[src/rtl/tod_pkg.sv]
// Shared timekeeping definitions: field widths, limits, packed-word
// layout and the wrap-around field increment.
package tod_pkg;

  localparam int TF_W = 6;
  localparam int TIME_W = 3 * TF_W;

  localparam logic [TF_W-1:0] SEC_MAX = 6'd59;
  localparam logic [TF_W-1:0] MIN_MAX = 6'd59;
  localparam logic [TF_W-1:0] HOUR_MAX = 6'd23;

  localparam int SEC_LSB = 0;
  localparam int MIN_LSB = 6;
  localparam int HOUR_LSB = 12;

  typedef enum logic {
    MODE_RUN = 1'b0,
    MODE_SET = 1'b1
  } mode_e;

  typedef struct packed {
    logic [TF_W-1:0] hour;
    logic [TF_W-1:0] min;
    logic [TF_W-1:0] sec;
  } tod_t;

  // Anything at or past the last legal value folds back to zero.
  function automatic logic [TF_W-1:0] fld_inc(
    input logic [TF_W-1:0] v,
    input logic [TF_W-1:0] max
  );
    return (v >= max) ? '0 : v + 1'b1;
  endfunction

endpackage

[src/rtl/key_edge_sync.sv]
// Two-flop synchroniser for an asynchronous level input, plus a
// one-cycle pulse on each synchronised rising edge.
module key_edge_sync (
  input  logic clk,
  input  logic rst_n,
  input  logic i_d,
  output logic o_sync,
  output logic o_rise
);

  logic r_s1;
  logic r_s2;
  logic r_s3;

  always_ff @(posedge clk or negedge rst_n) begin
    if (!rst_n) begin
      r_s1 <= 1'b0;
      r_s2 <= 1'b0;
      r_s3 <= 1'b0;
    end else begin
      r_s1 <= i_d;
      r_s2 <= r_s1;
      r_s3 <= r_s2;
    end
  end

  assign o_sync = r_s2;
  assign o_rise = r_s2 & ~r_s3;

endmodule

[src/rtl/tod_counter.sv]
// Time-of-day counter: 1 s prescaler, 60/60/24 fields, set mode
// with per-field step keys, tick / midnight / 1 Hz outputs.
import tod_pkg::*;

module tod_counter #(
  parameter int TICK_DIV = 50_000_000
) (
  input  logic              clk,
  input  logic              rst_n,
  input  logic              set_mode,
  input  logic              sec_key,
  input  logic              min_key,
  input  logic              hour_key,
  output logic [TIME_W-1:0] time_o,
  output logic              tick_o,
  output logic              rollover_o,
  output logic              clk_1hz_o
);

  localparam int PW = $clog2(TICK_DIV);
  localparam logic [PW-1:0] P_LAST = PW'(TICK_DIV - 1);
  localparam logic [PW-1:0] P_HALF = PW'(TICK_DIV / 2);

  logic [PW-1:0] r_presc;
  tod_t          r_time;

  logic  w_mode_sync;
  logic  w_mode_rise_unused;
  logic  w_sec_sync_unused;
  logic  w_min_sync_unused;
  logic  w_hour_sync_unused;
  logic  w_sec_rise;
  logic  w_min_rise;
  logic  w_hour_rise;
  mode_e w_mode;
  logic  w_run;
  logic  w_tick;
  logic  w_midnight;

  key_edge_sync u_mode (
    .clk   (clk),
    .rst_n (rst_n),
    .i_d   (set_mode),
    .o_sync(w_mode_sync),
    .o_rise(w_mode_rise_unused)
  );

  key_edge_sync u_sec (
    .clk   (clk),
    .rst_n (rst_n),
    .i_d   (sec_key),
    .o_sync(w_sec_sync_unused),
    .o_rise(w_sec_rise)
  );

  key_edge_sync u_min (
    .clk   (clk),
    .rst_n (rst_n),
    .i_d   (min_key),
    .o_sync(w_min_sync_unused),
    .o_rise(w_min_rise)
  );

  key_edge_sync u_hour (
    .clk   (clk),
    .rst_n (rst_n),
    .i_d   (hour_key),
    .o_sync(w_hour_sync_unused),
    .o_rise(w_hour_rise)
  );

  // The second synchroniser flop is the mode state register.
  assign w_mode = mode_e'(w_mode_sync);
  assign w_run = (w_mode == MODE_RUN);
  assign w_tick = w_run && (r_presc == P_LAST);

  assign w_midnight = (r_time.hour == HOUR_MAX) &&
                      (r_time.min == MIN_MAX) &&
                      (r_time.sec == SEC_MAX);

  always_ff @(posedge clk or negedge rst_n) begin
    if (!rst_n) begin
      r_presc <= '0;
      r_time  <= '0;
    end else begin
      unique case (w_mode)
        MODE_RUN: begin
          r_presc <= w_tick ? '0 : r_presc + 1'b1;
          if (w_tick) begin
            r_time.sec <= fld_inc(r_time.sec, SEC_MAX);
            if (r_time.sec >= SEC_MAX) begin
              r_time.min <= fld_inc(r_time.min, MIN_MAX);
              if (r_time.min >= MIN_MAX)
                r_time.hour <= fld_inc(r_time.hour, HOUR_MAX);
            end
          end
        end
        MODE_SET: begin
          r_presc <= '0;
          if (w_sec_rise)
            r_time.sec <= fld_inc(r_time.sec, SEC_MAX);
          if (w_min_rise)
            r_time.min <= fld_inc(r_time.min, MIN_MAX);
          if (w_hour_rise)
            r_time.hour <= fld_inc(r_time.hour, HOUR_MAX);
        end
      endcase
    end
  end

  assign time_o = r_time;
  assign tick_o = w_tick;
  assign rollover_o = w_tick && w_midnight;
  assign clk_1hz_o = w_run && (r_presc >= P_HALF);

endmodule
[config.mk]
export PLATFORM = sky130hd
export DESIGN_NAME = tod_counter
export DESIGN_NICKNAME = d
export VERILOG_FILES = /design/src/rtl/tod_pkg.sv /design/src/rtl/key_edge_sync.sv /design/src/rtl/tod_counter.sv
export SDC_FILE = /design/constraint.sdc
export NUM_CORES = 1
export LEC_CHECK = 0
export ABC_CLOCK_PERIOD_IN_PS = 3100
export BUFFER_PORTS_ARGS = -buffer_cell sky130_fd_sc_hd__clkbuf_2
export CORE_MARGIN = 10
export CORE_UTILIZATION = 55
export DETAILED_ROUTE_END_ITERATION = 10
export PLACE_DENSITY = 0.78
export SYNTH_ARGS = -nofsm -noshare
export SYNTH_HDL_FRONTEND = slang
export SYNTH_SLANG_ARGS = --single-unit
[constraint.sdc]
create_clock -name clk -period 3.1 [get_ports clk]
set_input_delay 0.62 -clock clk [delete_from_list [all_inputs] [get_ports clk]]
set_output_delay 0.62 -clock clk [all_outputs]
set_load 0.1 [all_outputs]
; After elaboration in Yosys (flattened, before gate mapping)
; Cells that the tools add are included.
[classes]
n_addsub = 4
order_cmp = 4
eq_ne = 10
muxes = 12
bitwise_logic = 7
n_reduce_logical = 8
[op_table]
columns = cell, count
row1 = 26-bit case mux with 2 select lines, 1
row2 = 6-bit 2-to-1 mux, 7
row3 = 18-bit case mux with 2 select lines, 1
row4 = "26-bit by 1-bit adder with 26-bit output, second input constant", 1
row5 = "26-bit == test, second input constant", 1
row6 = "26-bit by 25-bit greater-or-equal comparator with 1-bit output, second input constant", 1
row7 = 26-bit 2-to-1 mux, 1
row8 = "6-bit by 1-bit adder with 6-bit output, second input constant", 3
row9 = 18-bit 2-to-1 mux, 1
row10 = "6-bit == test, second input constant", 2
row11 = "6-bit greater-or-equal comparator, second input constant", 2
row12 = 12-bit 2-to-1 mux, 1
row13 = "2-bit by 1-bit != test with 1-bit output, second input constant", 6
row14 = "6-bit by 5-bit == test with 1-bit output, second input constant", 1
row15 = "6-bit by 5-bit greater-or-equal comparator with 1-bit output, second input constant", 1
row16 = 1-bit logical AND, 5
row17 = 1-bit inverter, 4
row18 = 4-bit AND reduction, 1
row19 = 1-bit AND, 3
row20 = 3-bit AND reduction, 1
row21 = 2-bit AND reduction, 1
[word_totals]
regBits = 55
inputBits = 6
out_inout_bits = 21
word_cells = 60

; Depth between registers and ports, before layout
[depth]
depth_word = 6
mapped_depth = 7
ltp_nobuf = 6

; By module
; From an unflattened synthesis, not the netlist that was laid out.
[hier_totals]
hier_cells = 282
area_unflattened_um2 = 2826.5
[by_module_without_submodules]
columns = mod, n_inst, cells_each, area_each_um2
row1 = tod_counter, 1, 266, 2471.1
row2 = key_edge_sync, 4, 4, 88.8

; Worst setup path after synthesis
; No wires, ideal clock.
[synth_path]
path_type = flip-flop to output port
start = register r_time, in the netlist time_o[6]
end = output port rollover_o
t_arrival_ns = 4.932
t_required_ns = 2.480
path_slack_ns = -2.452
path_stages_with_launch = 6
path_buffers = 0
path_cell_list = dfrtp_1 -> ha_1 -> nor2b_1 -> nand4b_1 -> or4_1 -> nor4_1
[synth_via]
elab_chain_cells = 4
[synth_lines]
columns = element, line
row1 = "start, declared", tod_counter.sv:25  ; tod_t r_time;
row2 = 6-bit == test, tod_counter.sv:78  ; (r_time.min == MIN_MAX) &&
row3 = 1-bit logical AND, tod_counter.sv:77  ; assign w_midnight = (r_time.hour == HOUR_MAX) &&
row4 = 1-bit logical AND, tod_counter.sv:78
row5 = 1-bit logical AND, tod_counter.sv:113  ; assign rollover_o = w_tick && w_midnight;
row6 = "end, declared", tod_counter.sv:16  ; output logic rollover_o,
; Every way passes these cells.

; Final worst setup path
[layout_path]
start = register r_presc[16]
end = output port tick_o
[layout_via]
elab_chain_cells = 2
[layout_lines]
columns = element, line
row1 = "start, declared", tod_counter.sv:24  ; logic [PW-1:0] r_presc;
row2 = "start signal, assigned", tod_counter.sv:88  ; r_presc <= w_tick ? '0 : r_presc + 1'b1;
row3 = 26-bit == test, tod_counter.sv:75  ; assign w_tick = w_run && (r_presc == P_LAST);
row4 = 1-bit logical AND, tod_counter.sv:75
row5 = "end, declared", tod_counter.sv:15  ; output logic tick_o,
; Every way passes these cells.

==> results.md <==
* Slew margin rel. at 0.546
* Max-Cap Viols at 0
* Fin. max-slew vios at 0
* Power share of the clock group at 0.208
* Mapped Avg Cell Area at 9.60 um2
* ANT nets after route at 0
* Starting Density at 0.572
* Final setup vio count at 0
* Pin count of the biggest net entering global routing at 25
* Synth top area share at 0.503
* Worst Setup End Kind: output port
* GRT overflow at 0
* Die height at 90.5 um
* Final nets at 327
* Slowest stage delay, CP at 0.53 ns
* Max Clock Freq at 0.333 GHz
* Cell family with most CP delay: simple AND/OR/NAND/NOR gates
* Area contributors post-synth: dfrtp_1 (50%), nor2_1 (6.2%), nand3_1 (4.2%)
* CP Max Fanout at 7
* Synthesized area at 2740 um2
* Area after DPL at 3060 um2
* Cell variety after synth at 50
* Internal cell power at 1280 uW
* Initial antenna violation count at 0
* Vias per std cell at 5.64
* Final worst setup slack at 0.101 ns
* CTS tree: yes
* P_leak at 0.00134 uW
* Syn nets at 296
* Core area at 4790 um2
* CTS resizes at 0
* Tot GR Track Use at 0.143
* Io pins at 27
* Hold Crit Class: in -> async
* Sequential share of the synthesized area at 0.503
* # rows at 25
* Routed wire length at 5.74 mm
* # DRC at 0
* Drt pass-1 iters at 4
* Type of origin of the critical path: flip-flop
* Fin area at 3180 um2
* Worst slew pin tran at 0.676 ns
* Unrepaired setup endpoints after global routing: no
* 1st-iter DRT viols at 196
* GP Congestion at 0.842
* Routed vias at 2164
* Outcome: complete, no violations
* Global-route wire length before repair at 10.1 mm
* Worst slack, placed at 0.418 ns
* Async set-or-reset flop fraction in the synthesized netlist at 1.00
* Main synth FF type: dfrtp_1
* Crit Path Class: reg -> out
* Yosys warnings at 0
* Die Width at 90.5 um
* CP Buf/Inv Count at 1
* Final count of hold timing violations at 0
* Clock Latency Late Sink at 0.31 ns
* Worst-path clk slew at 0.10 ns
* Synth area leader: dfrtp_1
* Tcrit/Tclk final at 0.967
* # diodes at 0
* CTS Buf Count at 5
* Clock buffer depth at 2
* Dpl hpwl at 4.30 mm
* Layout cell share with drive strength beyond 1 at 0.230
* Seq cells post-synth at 55
* I/O Buffers at 26
* Clk sink count at 55
* Sequential power share at 0.403
* Critical Path RT at 2.48 ns
* Combinational Power Share at 0.389
* Setup bufs post-CTS at 0
* Slowest stage cell on the critical path: or4_1
* PwrDens at 746 nW/um2
* CP arrival at 2.38 ns
* Total net switching power at 1080 uW
* Cells along the critical path: or4_1 > nor3_1 > nand4_1 > nor2_2 > buf_2
* Number of global-route vias before repair at 2188
* DR WL/cell at 14.9 um
* Sw frac at 0.458
* Root Driver: clkbuf_8
* Hold Buf Count CTS at 0
* EDFF count, synth at 0
* Area growth syn-to-layout at 16.1%
* Peak VDD IR at 0.000365 V
* Crit path time final at 3.00 ns
* Die area at 8200 um2
* CTS H-tree lvls at 2
* Final setup skew at 0.0101 ns
* Cells after synthesis at 285
-- cells by family (layout without fill, tap and decap cells) --
group,count (synthesis),in the layout,synth area share
simple gates,141,141,0.263
flops,55,55,0.503
compound gates,36,36,0.0901
xor+xnor,24,24,0.0768
buf+inv,20,52,0.0288
fa+ha+maj,6,6,0.0265
mux,3,3,0.0114
-- state kept, by name (all words and copies together) (netlist names) --
signal and count:
u_min.o_sync 1, u_mode.r_s1 1, u_min.r_s1 1, u_hour.r_s1 1, u_hour.o_sync 1, u_mode.o_sync 1, u_sec.r_s1 1, r_presc 26
u_sec.r_s3 1, u_hour.r_s3 1, time_o 18, u_min.r_s3 1, u_sec.o_sync 1
-- Yosys cell counts (2+ instances only) --
master and count:
ha_1 5, nor3_1 6, nor4_1 4, or4_1 2
buf_2 3, xnor2_1 13, a21oi_1 7, o22ai_1 2
mux2i_1 2, a2bb2oi_1 2, nor2b_1 2, inv_1 14
clkbuf_1 3, o2111ai_1 2, o21ai_1 3, and3_1 4
nand3b_1 3, and3_2 2, o2bb2ai_1 4, nand4_1 10
nand2_1 24, and2_4 2, xor2_1 11, nand4b_1 2
a31oi_1 3, nand3_1 23, nor2_1 45, dfrtp_1 55
o21ai_0 6
-- per-stage QoR --
stage                     power (uW)   util  hold slack, ns  instances  setup TNS, ns
final                           2370  0.664           0.273        384              0
after global routing            2490  0.664           0.320        384              0
after CTS                       2390  0.664           0.293        384              0
after detailed placement        1900  0.639           0.335        376              0
after global placement          1870  0.639           0.333        376              0
after floorplan                 1710      -           0.324        285         -0.121
-- power groups by stage --
| stage | Clock [uW] | Sequential (uW) | Combinational (uW) |
|---|---|---|---|
| 2_1_floorplan | 0 | 1470 | 249 |
| 3_3_place_gp | 0 | 961 | 908 |
| 3_5_place_dp | 0 | 969 | 929 |
| 4_1_cts | 500 | 954 | 931 |
| 5_1_grt | 536 | 971 | 984 |
| 6_report | 493 | 954 | 922 |
-- layout make-up --
cell class,instances,area [um2]
fillers,400,1610
clock buffers,6,82.6
flip-flops and latches,55,1410
multi-input cells,210,1350
repair buffers,30,163
inverters,14,52.6
well taps,67,83.8
clock inverters,2,35.0
-- placed cells by master, fill, tap and decap left out, types with 2 or more instances in the layout --
master,netlist,layout
or4_4,1,2
o22ai_1,2,2
mux2i_1,2,2
nand2_1,24,24
o21ai_1,3,3
ha_4,0,2
xnor2_1,13,13
xor2_1,11,11
nor2_2,0,2
o21ai_0,6,6
and2_4,2,2
buf_4,0,5
o2111ai_1,2,2
o2bb2ai_1,4,4
dfrtp_4,0,6
dfrtp_2,0,8
nand3_1,23,23
and3_2,2,2
nand3b_1,3,3
a2bb2oi_1,2,2
clkbuf_2,0,24
a31oi_1,3,3
nor4_1,4,3
clkbuf_8,0,6
ha_1,5,3
and3_1,4,4
a21oi_1,7,7
nor2_1,45,43
inv_1,14,13
nor3_1,6,6
dfrtp_1,55,41
nand4_1,10,10
nand4b_1,2,2
-- per-layer routing --
layer / share of wire / routed length (um) / up-vias / track usage
li1: - / - / 1058 / -
met2: 0.48 / 2770 / 41 / 0.240
met3: 0.041 / 238 / 13 / 0.0374
met5: 0 / 0 / - / 0
met1: 0.46 / 2630 / 1052 / 0.172
met4: 0.017 / 100 / 0 / 0.0491
-- path summary, 6_finish.rpt --
check / cells after the start / slack (ns) / to / from
setup / recovery: 5 / 0.10 / tick_o / r_presc[16]
hold / removal: 1 / 0.27 / u_min.r_s3 / rst_n
setup reg to reg: 6 / 0.75 / time_o[6] / r_presc[0]
hold reg to reg: 0 / 0.36 / u_min.o_sync / u_min.r_s1
max in group asynchronous: 2 / 2.17 / time_o[12] / rst_n
min in group clk: 0 / 0.36 / u_min.o_sync / u_min.r_s1
No activity file was read; power rests on OpenSTA's default activity.
